===== config.mk =====
export PLATFORM = sky130hd
export DESIGN_NAME = cic_decimation_controller_flat
export DESIGN_NICKNAME = d
export VERILOG_FILES = /design/src/rtl/cic_pkg.sv /design/src/rtl/cic_decimation_controller_if.sv /design/src/rtl/cic_phase_counter.sv /design/src/rtl/cic_decimation_controller.sv /design/src/flat_wrapper.sv
export SDC_FILE = /design/constraint.sdc
export NUM_CORES = 1
export LEC_CHECK = 0
export BUFFER_PORTS_ARGS = -buffer_cell sky130_fd_sc_hd__buf_2
export CAP_MARGIN = 30
export CORE_ASPECT_RATIO = 0.8
export CORE_UTILIZATION = 34
export CTS_CLUSTER_DIAMETER = 80
export DETAILED_ROUTE_END_ITERATION = 12
export GPL_TIMING_DRIVEN = 0
export MAX_ROUTING_LAYER = met4
export PLACE_DENSITY = 0.58
export RECOVER_POWER = 50
export SLEW_MARGIN = 20
export SYNTH_ARGS = -nofsm -noshare
export SYNTH_HDL_FRONTEND = slang
export SYNTH_SLANG_ARGS = --single-unit
export TNS_END_PERCENT = 50

===== constraint.sdc =====
create_clock -name clk -period 3.96 [get_ports clk]
set_input_delay 1.188 -clock clk [delete_from_list [all_inputs] [get_ports clk]]
set_output_delay 1.188 -clock clk [all_outputs]
set_load 0.02 [all_outputs]

===== src/rtl/cic_pkg.sv =====
// Shared types for the CIC decimator control slice: FSM states and the rate/phase type.
package cic_pkg;

  localparam int RateWidthBitsDefault = 8;

  typedef logic [RateWidthBitsDefault-1:0] rate_t;

  typedef enum logic [1:0] {
    IDLE  = 2'd0,
    CLEAR = 2'd1,
    RUN   = 2'd2,
    STOP  = 2'd3
  } ctrl_state_e;

endpackage


===== src/rtl/cic_decimation_controller_if.sv =====
// Control/handshake bundle between the CIC sequencer and its environment.
// Handshakes: a transfer happens in a cycle where valid & ready are both high;
// valid must hold until that cycle, and ready may depend on valid combinationally.
interface cic_decimation_controller_if
  import cic_pkg::*;
#(
  parameter int RateWidthBits = RateWidthBitsDefault
) ();

  logic                     enable;
  logic [RateWidthBits-1:0] cfg_rate;
  logic                     cfg_valid;
  logic                     cfg_ready;
  logic                     cfg_err;
  logic                     in_valid;
  logic                     in_ready;
  logic                     integ_step;
  logic                     integ_clear;
  logic                     dec_load;
  logic                     dec_valid;
  logic                     dec_ready;
  logic [RateWidthBits-1:0] phase;
  logic                     busy;
  ctrl_state_e              state_dbg;

  // Controller side.
  modport slave (
    input  enable, cfg_rate, cfg_valid, in_valid, dec_ready,
    output cfg_ready, cfg_err, in_ready, integ_step, integ_clear,
           dec_load, dec_valid, phase, busy, state_dbg
  );

  // Environment side: upstream source, config master, comb chain.
  modport master (
    output enable, cfg_rate, cfg_valid, in_valid, dec_ready,
    input  cfg_ready, cfg_err, in_ready, integ_step, integ_clear,
           dec_load, dec_valid, phase, busy, state_dbg
  );

endinterface


===== src/rtl/cic_phase_counter.sv =====
// Modulo-R sample counter: clears to zero, steps on accepted samples, wraps at R-1.
module cic_phase_counter #(
  parameter int Width = 8
) (
  input  logic             clk,
  input  logic             rst_n,
  input  logic             clear,
  input  logic             step,
  input  logic [Width-1:0] modulus,
  output logic [Width-1:0] count,
  output logic             wrap
);

  logic [Width-1:0] count_q;

  // Wrap flags the last sample of a frame; count never reaches modulus.
  assign wrap  = (count_q == (modulus - Width'(1)));
  assign count = count_q;

  always_ff @(posedge clk) begin
    if (!rst_n) begin
      count_q <= '0;
    end else if (clear) begin
      count_q <= '0;
    end else if (step) begin
      count_q <= wrap ? '0 : count_q + Width'(1);
    end
  end

endmodule


===== src/rtl/cic_decimation_controller.sv =====
// Sequencer for a CIC decimator: gates samples into the integrators, strobes the
// decimation snapshot every R-th sample and hands it to the comb chain.
module cic_decimation_controller
  import cic_pkg::*;
#(
  parameter int RateWidthBits = RateWidthBitsDefault,
  parameter int DefaultRate   = 4
) (
  input logic                    clk,
  input logic                    rst_n,
  cic_decimation_controller_if.slave bus
);

  typedef logic [RateWidthBits-1:0] rate_w_t;

  ctrl_state_e state_q;
  rate_w_t     rate_q;
  rate_w_t     phase;
  logic        dec_load_q;
  logic        dec_valid_q;
  logic        integ_clear_q;
  logic        cfg_err_q;
  logic        wrap;
  logic        snap_busy;
  logic        in_ready;
  logic        accept;
  logic        phase_clear;

  // A frame-completing sample must wait while the snapshot cannot take a new value.
  assign snap_busy   = dec_load_q | (dec_valid_q & ~bus.dec_ready);
  assign in_ready    = (state_q == RUN) & bus.enable & ~(wrap & snap_busy);
  assign accept      = bus.in_valid & in_ready;
  assign phase_clear = (state_q == CLEAR);

  cic_phase_counter #(
    .Width (RateWidthBits)
  ) u_phase (
    .clk     (clk),
    .rst_n   (rst_n),
    .clear   (phase_clear),
    .step    (accept),
    .modulus (rate_q),
    .count   (phase),
    .wrap    (wrap)
  );

  always_ff @(posedge clk) begin
    if (!rst_n) begin
      state_q       <= IDLE;
      rate_q        <= rate_w_t'(DefaultRate);
      dec_load_q    <= 1'b0;
      dec_valid_q   <= 1'b0;
      integ_clear_q <= 1'b0;
      cfg_err_q     <= 1'b0;
    end else begin
      dec_load_q    <= accept & wrap;
      cfg_err_q     <= 1'b0;
      integ_clear_q <= 1'b0;

      // A load in the consume cycle refills the snapshot, so valid stays up.
      if (dec_load_q) begin
        dec_valid_q <= 1'b1;
      end else if (dec_valid_q && bus.dec_ready) begin
        dec_valid_q <= 1'b0;
      end

      case (state_q)
        IDLE: begin
          if (bus.cfg_valid) begin
            if (bus.cfg_rate == '0) begin
              cfg_err_q <= 1'b1;
            end else begin
              rate_q <= bus.cfg_rate;
            end
          end
          if (bus.enable) begin
            state_q       <= CLEAR;
            integ_clear_q <= 1'b1;
          end
        end
        CLEAR: begin
          state_q <= RUN;
        end
        RUN: begin
          if (!bus.enable) begin
            state_q <= STOP;
          end
        end
        STOP: begin
          if (!(dec_load_q || dec_valid_q)) begin
            state_q <= IDLE;
          end
        end
        default: begin
          state_q <= IDLE;
        end
      endcase
    end
  end

  assign bus.in_ready    = in_ready;
  assign bus.integ_step  = accept;
  assign bus.integ_clear = integ_clear_q;
  assign bus.dec_load    = dec_load_q;
  assign bus.dec_valid   = dec_valid_q;
  assign bus.phase       = phase;
  assign bus.busy        = (state_q != IDLE);
  assign bus.cfg_ready   = (state_q == IDLE);
  assign bus.cfg_err     = cfg_err_q;
  assign bus.state_dbg   = state_q;

  a_valid_held : assert property (@(posedge clk) disable iff (!rst_n)
    (dec_valid_q && !bus.dec_ready) |=> dec_valid_q);

  a_phase_bound : assert property (@(posedge clk) disable iff (!rst_n)
    (state_q == RUN) |-> (phase < rate_q));

endmodule


===== src/flat_wrapper.sv =====
// flat-port wrapper written by rule: the top's interface ports become plain ports
module cic_decimation_controller_flat import cic_pkg::*;
#(
  parameter int RateWidthBits = RateWidthBitsDefault,
  parameter int DefaultRate   = 4
)
  (clk, rst_n, bus_enable, bus_cfg_rate, bus_cfg_valid, bus_in_valid, bus_dec_ready, bus_cfg_ready, bus_cfg_err, bus_in_ready, bus_integ_step, bus_integ_clear, bus_dec_load, bus_dec_valid, bus_phase, bus_busy, bus_state_dbg);
  cic_decimation_controller_if #(.RateWidthBits(RateWidthBits)) bus_i ();
  input logic clk;
  input logic rst_n;
  input wire logic [$bits(bus_i.enable)-1:0] bus_enable;
  input wire logic [$bits(bus_i.cfg_rate)-1:0] bus_cfg_rate;
  input wire logic [$bits(bus_i.cfg_valid)-1:0] bus_cfg_valid;
  input wire logic [$bits(bus_i.in_valid)-1:0] bus_in_valid;
  input wire logic [$bits(bus_i.dec_ready)-1:0] bus_dec_ready;
  output wire logic [$bits(bus_i.cfg_ready)-1:0] bus_cfg_ready;
  output wire logic [$bits(bus_i.cfg_err)-1:0] bus_cfg_err;
  output wire logic [$bits(bus_i.in_ready)-1:0] bus_in_ready;
  output wire logic [$bits(bus_i.integ_step)-1:0] bus_integ_step;
  output wire logic [$bits(bus_i.integ_clear)-1:0] bus_integ_clear;
  output wire logic [$bits(bus_i.dec_load)-1:0] bus_dec_load;
  output wire logic [$bits(bus_i.dec_valid)-1:0] bus_dec_valid;
  output wire logic [$bits(bus_i.phase)-1:0] bus_phase;
  output wire logic [$bits(bus_i.busy)-1:0] bus_busy;
  output wire logic [$bits(bus_i.state_dbg)-1:0] bus_state_dbg;
  assign bus_i.enable = bus_enable;
  assign bus_i.cfg_rate = bus_cfg_rate;
  assign bus_i.cfg_valid = bus_cfg_valid;
  assign bus_i.in_valid = bus_in_valid;
  assign bus_i.dec_ready = bus_dec_ready;
  assign bus_cfg_ready = bus_i.cfg_ready;
  assign bus_cfg_err = bus_i.cfg_err;
  assign bus_in_ready = bus_i.in_ready;
  assign bus_integ_step = bus_i.integ_step;
  assign bus_integ_clear = bus_i.integ_clear;
  assign bus_dec_load = bus_i.dec_load;
  assign bus_dec_valid = bus_i.dec_valid;
  assign bus_phase = bus_i.phase;
  assign bus_busy = bus_i.busy;
  assign bus_state_dbg = bus_i.state_dbg;
  cic_decimation_controller #(.RateWidthBits(RateWidthBits), .DefaultRate(DefaultRate)) u_core (.clk(clk), .rst_n(rst_n), .bus(bus_i));
endmodule

==> results.cfg, run 1 <==
[pwr]
p_switching_mw = 0.3218
pwr-share-seq = 0.364
power_leakage_nw = 0.6112
power_density_nw_per_um2 = 516.7
clkPwrFrac = 0.202
ir_drop_uv = 208.8
internal-power_mw = 0.4765
combPwrFrac = 0.434
finalPower_mw = 0.7984
p_sw_frac = 0.4031

[worst_hold_path]
hold_depth = 2
hp-class = reg -> reg
hold_end = u_core.u_phase.count[7]
worstHoldStart = u_core.u_phase.count[7]

[drt]
dr.first_iter.drc_count = 29
ant_nets = 0
wl_per_cell_um = 14.17
vias = 1272
remaining_drc_errors = 0
viasPerCell = 5.483
drt_pre_antenna_iters = 6
wirelength_um = 3288

[die]
die_h_um = 57.07
die-area_um2 = 4042
ios = 32
start_util = 0.3663
die_w_um = 70.84
coreArea_um2 = 3518
rows = 19

[yosys]
syn_area_um2 = 1289
ys.flop_type = dfxtp_1
ys_warn_count = 0
synth_seq_cells = 22
synth-seq-area-share = 0.3417
postSynthCellCount = 155
synth_fp_nets = 175
synth_enable_flop_cells = 0
synth_async_sr_flop_share = 0
syn_avg_cell_area_um2 = 8.314
synthDistinctLibCells = 37

[cts]
clockBufferDepth = 2
clk_latency_ns = 0.26
ctsRootBufferMaster = clkbuf_8
cts_num_sinks = 22
cts.clk_slew.worst_paths_ns = 0.08
cts_made_buffers = 3
cts.htree.levels = 1
tritoncts = built
hold_buffers = 0

[global_routing]
overflow = 0
grt_pass1_wl_um = 5354
antenna_found_initial = 0
first_global_vias = 1201
grtUsageTotal = 0.1755
grt_max_degree = 13

[placement]
place.gp.congestion = 0.8242
port_buffers = 31
place_hpwl_um = 2583
place_inst = 228

[sta]
min_period_over_period = 0.9778
tightest_slew_ns = 0.5142
drv_slew = 0
hold_viol = 0
period_needed_ns = 3.872
setup_viol = 0
timing.slew.headroom = 0.6572
clock_skew_ns = 0.005050
max_freq_mhz = 258.3

[critical_path]
r2r_cells = 8
cp_max_fo = 10
cp_data_required_time_ns = 2.77
crit_type = reg -> out
startpoint = u_core.rate_q[0]
cp-start-kind = flop
crit_arrival_ns = 2.68
reg2reg_from = u_core.rate_q[0]
r2r_end = u_core.u_phase.count[0]
regToRegSetupSlack_ns = 1.25
critPathCaptureType = primary output

[run]
cap_viol_max_count = 0

[finish]
area_growth_pct = 19.90
fin_nets = 211
final_core_util = 0.4392
drive_above_1_share = 0.1263
antennaDiodeCount = 0
filler_cell_count = 362
stdcell_count = 232

[status]
status = finished, final reports clean
==> Yosys cell counts (4+ instances only) <==
library cell | count | share of area
a21oi_1 | 6 | 0.023
and3_1 | 5 | 0.024
dfxtp_1 | 22 | 0.34
ha_1 | 6 | 0.058
inv_1 | 10 | 0.029
mux2i_1 | 8 | 0.062
nand2_1 | 11 | 0.032
nand3_1 | 7 | 0.027
nor2_1 | 15 | 0.044
nor4_1 | 4 | 0.019
o21ai_0 | 6 | 0.023
o31ai_1 | 4 | 0.023
or3_1 | 4 | 0.019
xnor2_1 | 5 | 0.034
xor2_1 | 4 | 0.027
==> critical path, cell delays in order (launching register included) <==
cell	delay, ns
dfxtp_1	0.37
inv_1	0.09
ha_2	0.21
or3b_2	0.49
or4_1	0.51
nand2_1	0.11
o2111a_1	0.25
buf_6	0.16
nor2_1	0.07
buf_2	0.17
==> how the worst max path moves through the flow <==
stage	to	slack [ns]
final	bus_integ_step	0.09
after CTS	bus_integ_step	0.01
after global routing	bus_integ_step	-0.007
after floorplan	bus_integ_step	0.57
after detailed placement	bus_integ_step	0.28
after global placement	bus_integ_step	0.34
==> routing by layer <==
metal,vias up,wire (um),GRT usage
li1,636,-,-
met1,609,1652,0.2276
met2,25,1497,0.2802
met3,2,120,0.04417
met4,0,18,0.03429
met5,-,0,-
==> stage by stage <==
step	cell area (um^2)	setup TNS, ns	setup slack, ns	hold WS, ns
detailed placement	1496	0	0.2770	0.5272
floorplan	1289	0	0.5725	0.4928
global route	1545	-0.006718	-0.006718	0.5839
global placement	1496	0	0.3359	0.5233
CTS	1556	0	0.01416	0.5389
finish	1545	0	0.08794	0.5401
==> power groups by stage <==
stage	Sequential, mW	Clock, mW	Combinational, mW
finish	0.291	0.161	0.347
CTS	0.290	0.167	0.351
detailed placement	0.295	0	0.347
global route	0.296	0.176	0.386
floorplan	0.302	0	0.243
global placement	0.292	0	0.334
==> cells in the final DEF, fill, tap and decap left out, drive strengths merged, types with 5 or more instances in the layout <==
master and n:
clkbuf 23, dfxtp 22, and3 5, xnor2 5, nand3 7, buf 17
ha 6, nor2 15, inv 10, nand2 11, o21ai 6, a21oi 6
mux2i 8
==> repair_timing <==
item / 4_1_cts / 5_1_grt
endpoints found under the setup margin: 1 / 2
gates resized for setup: 1 / 4
setup buffers: 0 / 0
==> registers in the layout, indices dropped and copies added (netlist names) <==
name,flops
u_core.bus.integ_clear,1
u_core.bus.dec_load,1
u_core.bus.dec_valid,1
u_core.rate_q,8
u_core.bus.state_dbg,2
u_core.u_phase.count,8
u_core.bus.cfg_err,1
==> cells by family (layout without fill, tap and decap cells) <==
family	after synthesis	in the layout	synth area share
buffers and inverters	15	50	0.04466
and+or+nand+nor	62	62	0.2524
muxes	8	8	0.06214
DFF	22	22	0.3417
xor gates and xnor gates	9	9	0.06116
AOI/OAI and AO/OA	33	33	0.1796
adders and majority gates	6	6	0.05825
==> layout make-up <==
type	count	area [um^2]	area share
multi-input cells	118	798.3	0.5166
well taps	42	52.55	0.03401
clock buffers	4	55.05	0.03563
inverters	10	37.54	0.02429
flip-flops and latches	22	440.4	0.2850
repair buffers	31	135.1	0.08745
plain buffers	5	26.28	0.01700
Note: power is estimated with default switching activity, not from simulation.
==> run 2: changes to the inputs <==
- SYNTH_HIERARCHICAL: not set -> 1
==> run 2 against run 1 <==
  * Utilization fell by 0.059 points
  * Fmax rose by 3.0%
  * Area after synthesis fell by 1.6%
  * Critical path depth rose by 1
  * Die area fell by 1.5%
  * Register-to-register slack got worse by 0.37 ns
==> results.cfg, run 2 <==
[yosys]
yosys.area.top_type = dfxtp_1
postSynthCellCount = 145
yosysMostFrequentCell = dfxtp_1
synth-seq-area-share = 0.3471
ys_warn_count = 6
synth_top_area_frac = 0.3471
synthTopCellsByCount = dfxtp_1 (22), nand2_1 (19), inv_1 (9)
syn_area_um2 = 1269
synth_async_sr_flop_share = 0
ys.flop_type = dfxtp_1
synth_enable_flop_cells = 0
synth_fp_nets = 165
synth_seq_cells = 22
syn_avg_cell_area_um2 = 8.750
synthDistinctLibCells = 37
synth.area.top_cells = dfxtp_1 (35%), ha_1 (5.9%), nand2_1 (5.6%)

[critical_path]
regToRegSetupSlack_ns = 0.88
critPathCaptureType = primary output
startpoint = u_core/rate_q[0]
cp_data_required_time_ns = 2.77
r2r_end = u_core/u_phase/count[7]
crit_type = reg -> out
cp_max_fo = 8
cp-start-kind = flop
crit_arrival_ns = 2.57
r2r_cells = 14
reg2reg_from = u_core/rate_q[0]

[finish]
area_growth_pct = 20.81
final_core_util = 0.4386
design_area_um2 = 1533
antennaDiodeCount = 0
final_cell_mix = buf_2 (24), dfxtp_1 (22), nand2_1 (19), clkbuf_1 (10), inv_1 (9)
filler_cell_count = 344
fin_nets = 201
drive_above_1_share = 0.2222
layout_commonest_cell = buf_2
stdcell_count = 222

[die]
die_h_um = 56.64
die_w_um = 70.30
start_util = 0.3631
rows = 19
ios = 32
die-area_um2 = 3981
coreArea_um2 = 3495

[drt]
vias = 1160
wl_per_cell_um = 12.34
dr.first_iter.drc_count = 19
drt_pre_antenna_iters = 4
remaining_drc_errors = 0
ant_nets = 0
viasPerCell = 5.225
wirelength_um = 2740

[worst_hold_path]
worstHoldStart = u_core/rate_q[7]
hold_depth = 2
hp-class = reg -> reg
hold_end = u_core/rate_q[7]

[cts]
clockBufferDepth = 2
cts_made_buffers = 3
cts.clk_slew.worst_paths_ns = 0.08
cts_setup_buffers = 0
clk_latency_ns = 0.26
cts_num_sinks = 22
tritoncts = built
hold_buffers = 0
cts.htree.levels = 1
ctsRootBufferMaster = clkbuf_8

[placement]
place_area_um2 = 1476
place_hpwl_um = 2232
place_inst = 218
port_buffers = 31
place.gp.congestion = 0.8033

[sta]
drv_slew = 0
period_needed_ns = 3.759
fin_tns_setup_ns = 0
min_period_over_period = 0.9493
finalHoldWorstSlack_ns = 0.4997
setup_viol = 0
rsz0062_at_grt = false
tightest_slew_ns = 0.3919
hold_viol = 0
timing.slew.headroom = 0.7367
clock_skew_ns = 0.004559
max_freq_mhz = 266.0

[status]
status = finished, final reports clean

[global_routing]
grt_pass1_wl_um = 4809
grt_max_degree = 13
first_global_vias = 1068
antenna_found_initial = 0
overflow = 0
grtUsageTotal = 0.1545

[pwr]
ir_drop_uv = 291.0
power_leakage_nw = 0.5961
power_density_nw_per_um2 = 505.2

[run]
cap_viol_max_count = 0
## run 2: critical path: stages (launching register included)
cell and delay (ns):
dfxtp_1 0.43, inv_1 0.07, ha_1 0.25, nor4b_2 0.18
xor2_1 0.15, and4b_4 0.22, o2111ai_4 0.23, inv_2 0.13
o21a_1 0.16, nor3_2 0.24, buf_2 0.23
## run 2: timing repair
item	CTS	global route
resized for setup	1	1
setup endpoints to repair	1	1
gates cloned	0	0
## run 2: area by class of cell
cell class | instances | area, um^2 | area share
multi-input combinational | 109 | 785.8 | 0.5127
sequential | 22 | 440.4 | 0.2873
timing repair buffer | 31 | 146.4 | 0.09551
clock buffer | 4 | 55.05 | 0.03592
tap | 42 | 52.55 | 0.03429
inverter | 10 | 37.54 | 0.02449
buffer | 4 | 15.01 | 0.009796
## run 2: worst max-delay path by stage
stage                                end  slack (ns)  cells past startpoint
after global routing      bus_integ_step        0.02                     10
after global placement    bus_integ_step        0.25                     10
after floorplan           bus_integ_step        0.50                      9
final                     bus_integ_step        0.20                     10
after detailed placement  bus_integ_step        0.23                     10
after CTS                 bus_integ_step        0.09                     10
## run 2: logic make-up after synthesis
| family | share of synthesized area |
|---|---|
| AO/OA/AOI/OAI | 0.1706 |
| XOR/XNOR | 0.1036 |
| adder cells (fa/ha/maj) | 0.05917 |
| buffers and inverters | 0.04240 |
| flip-flops | 0.3471 |
| AND/OR/NAND/NOR | 0.2771 |
## run 2: metrics by stage
stage                     setup WS (ns)  total power, mW
after CTS                       0.09209           0.7823
after global placement           0.2525           0.6080
final                            0.2008           0.7743
after floorplan                  0.5011           0.5321
after detailed placement         0.2306           0.6196
after global routing            0.01724           0.8299
## run 2: power by group
| group | internal, mW | total (mW) | switching, mW | leakage [nW] |
|---|---|---|---|---|
| registers | 0.252 | 0.289 | 0.0376 | 0.179 |
| logic | 0.128 | 0.325 | 0.197 | 0.388 |
| clock network | 0.0886 | 0.161 | 0.0720 | 0.0288 |
| total | 0.468 | 0.774 | 0.306 | 0.596 |
## run 2: routing by layer
metal  track usage  share of wire  routed length (um)
met3       0.03770          0.041                 112
met1        0.1949           0.49                1351
met2        0.2531           0.46                1267
met4       0.02857         0.0033                   9
met5             -              0                   0
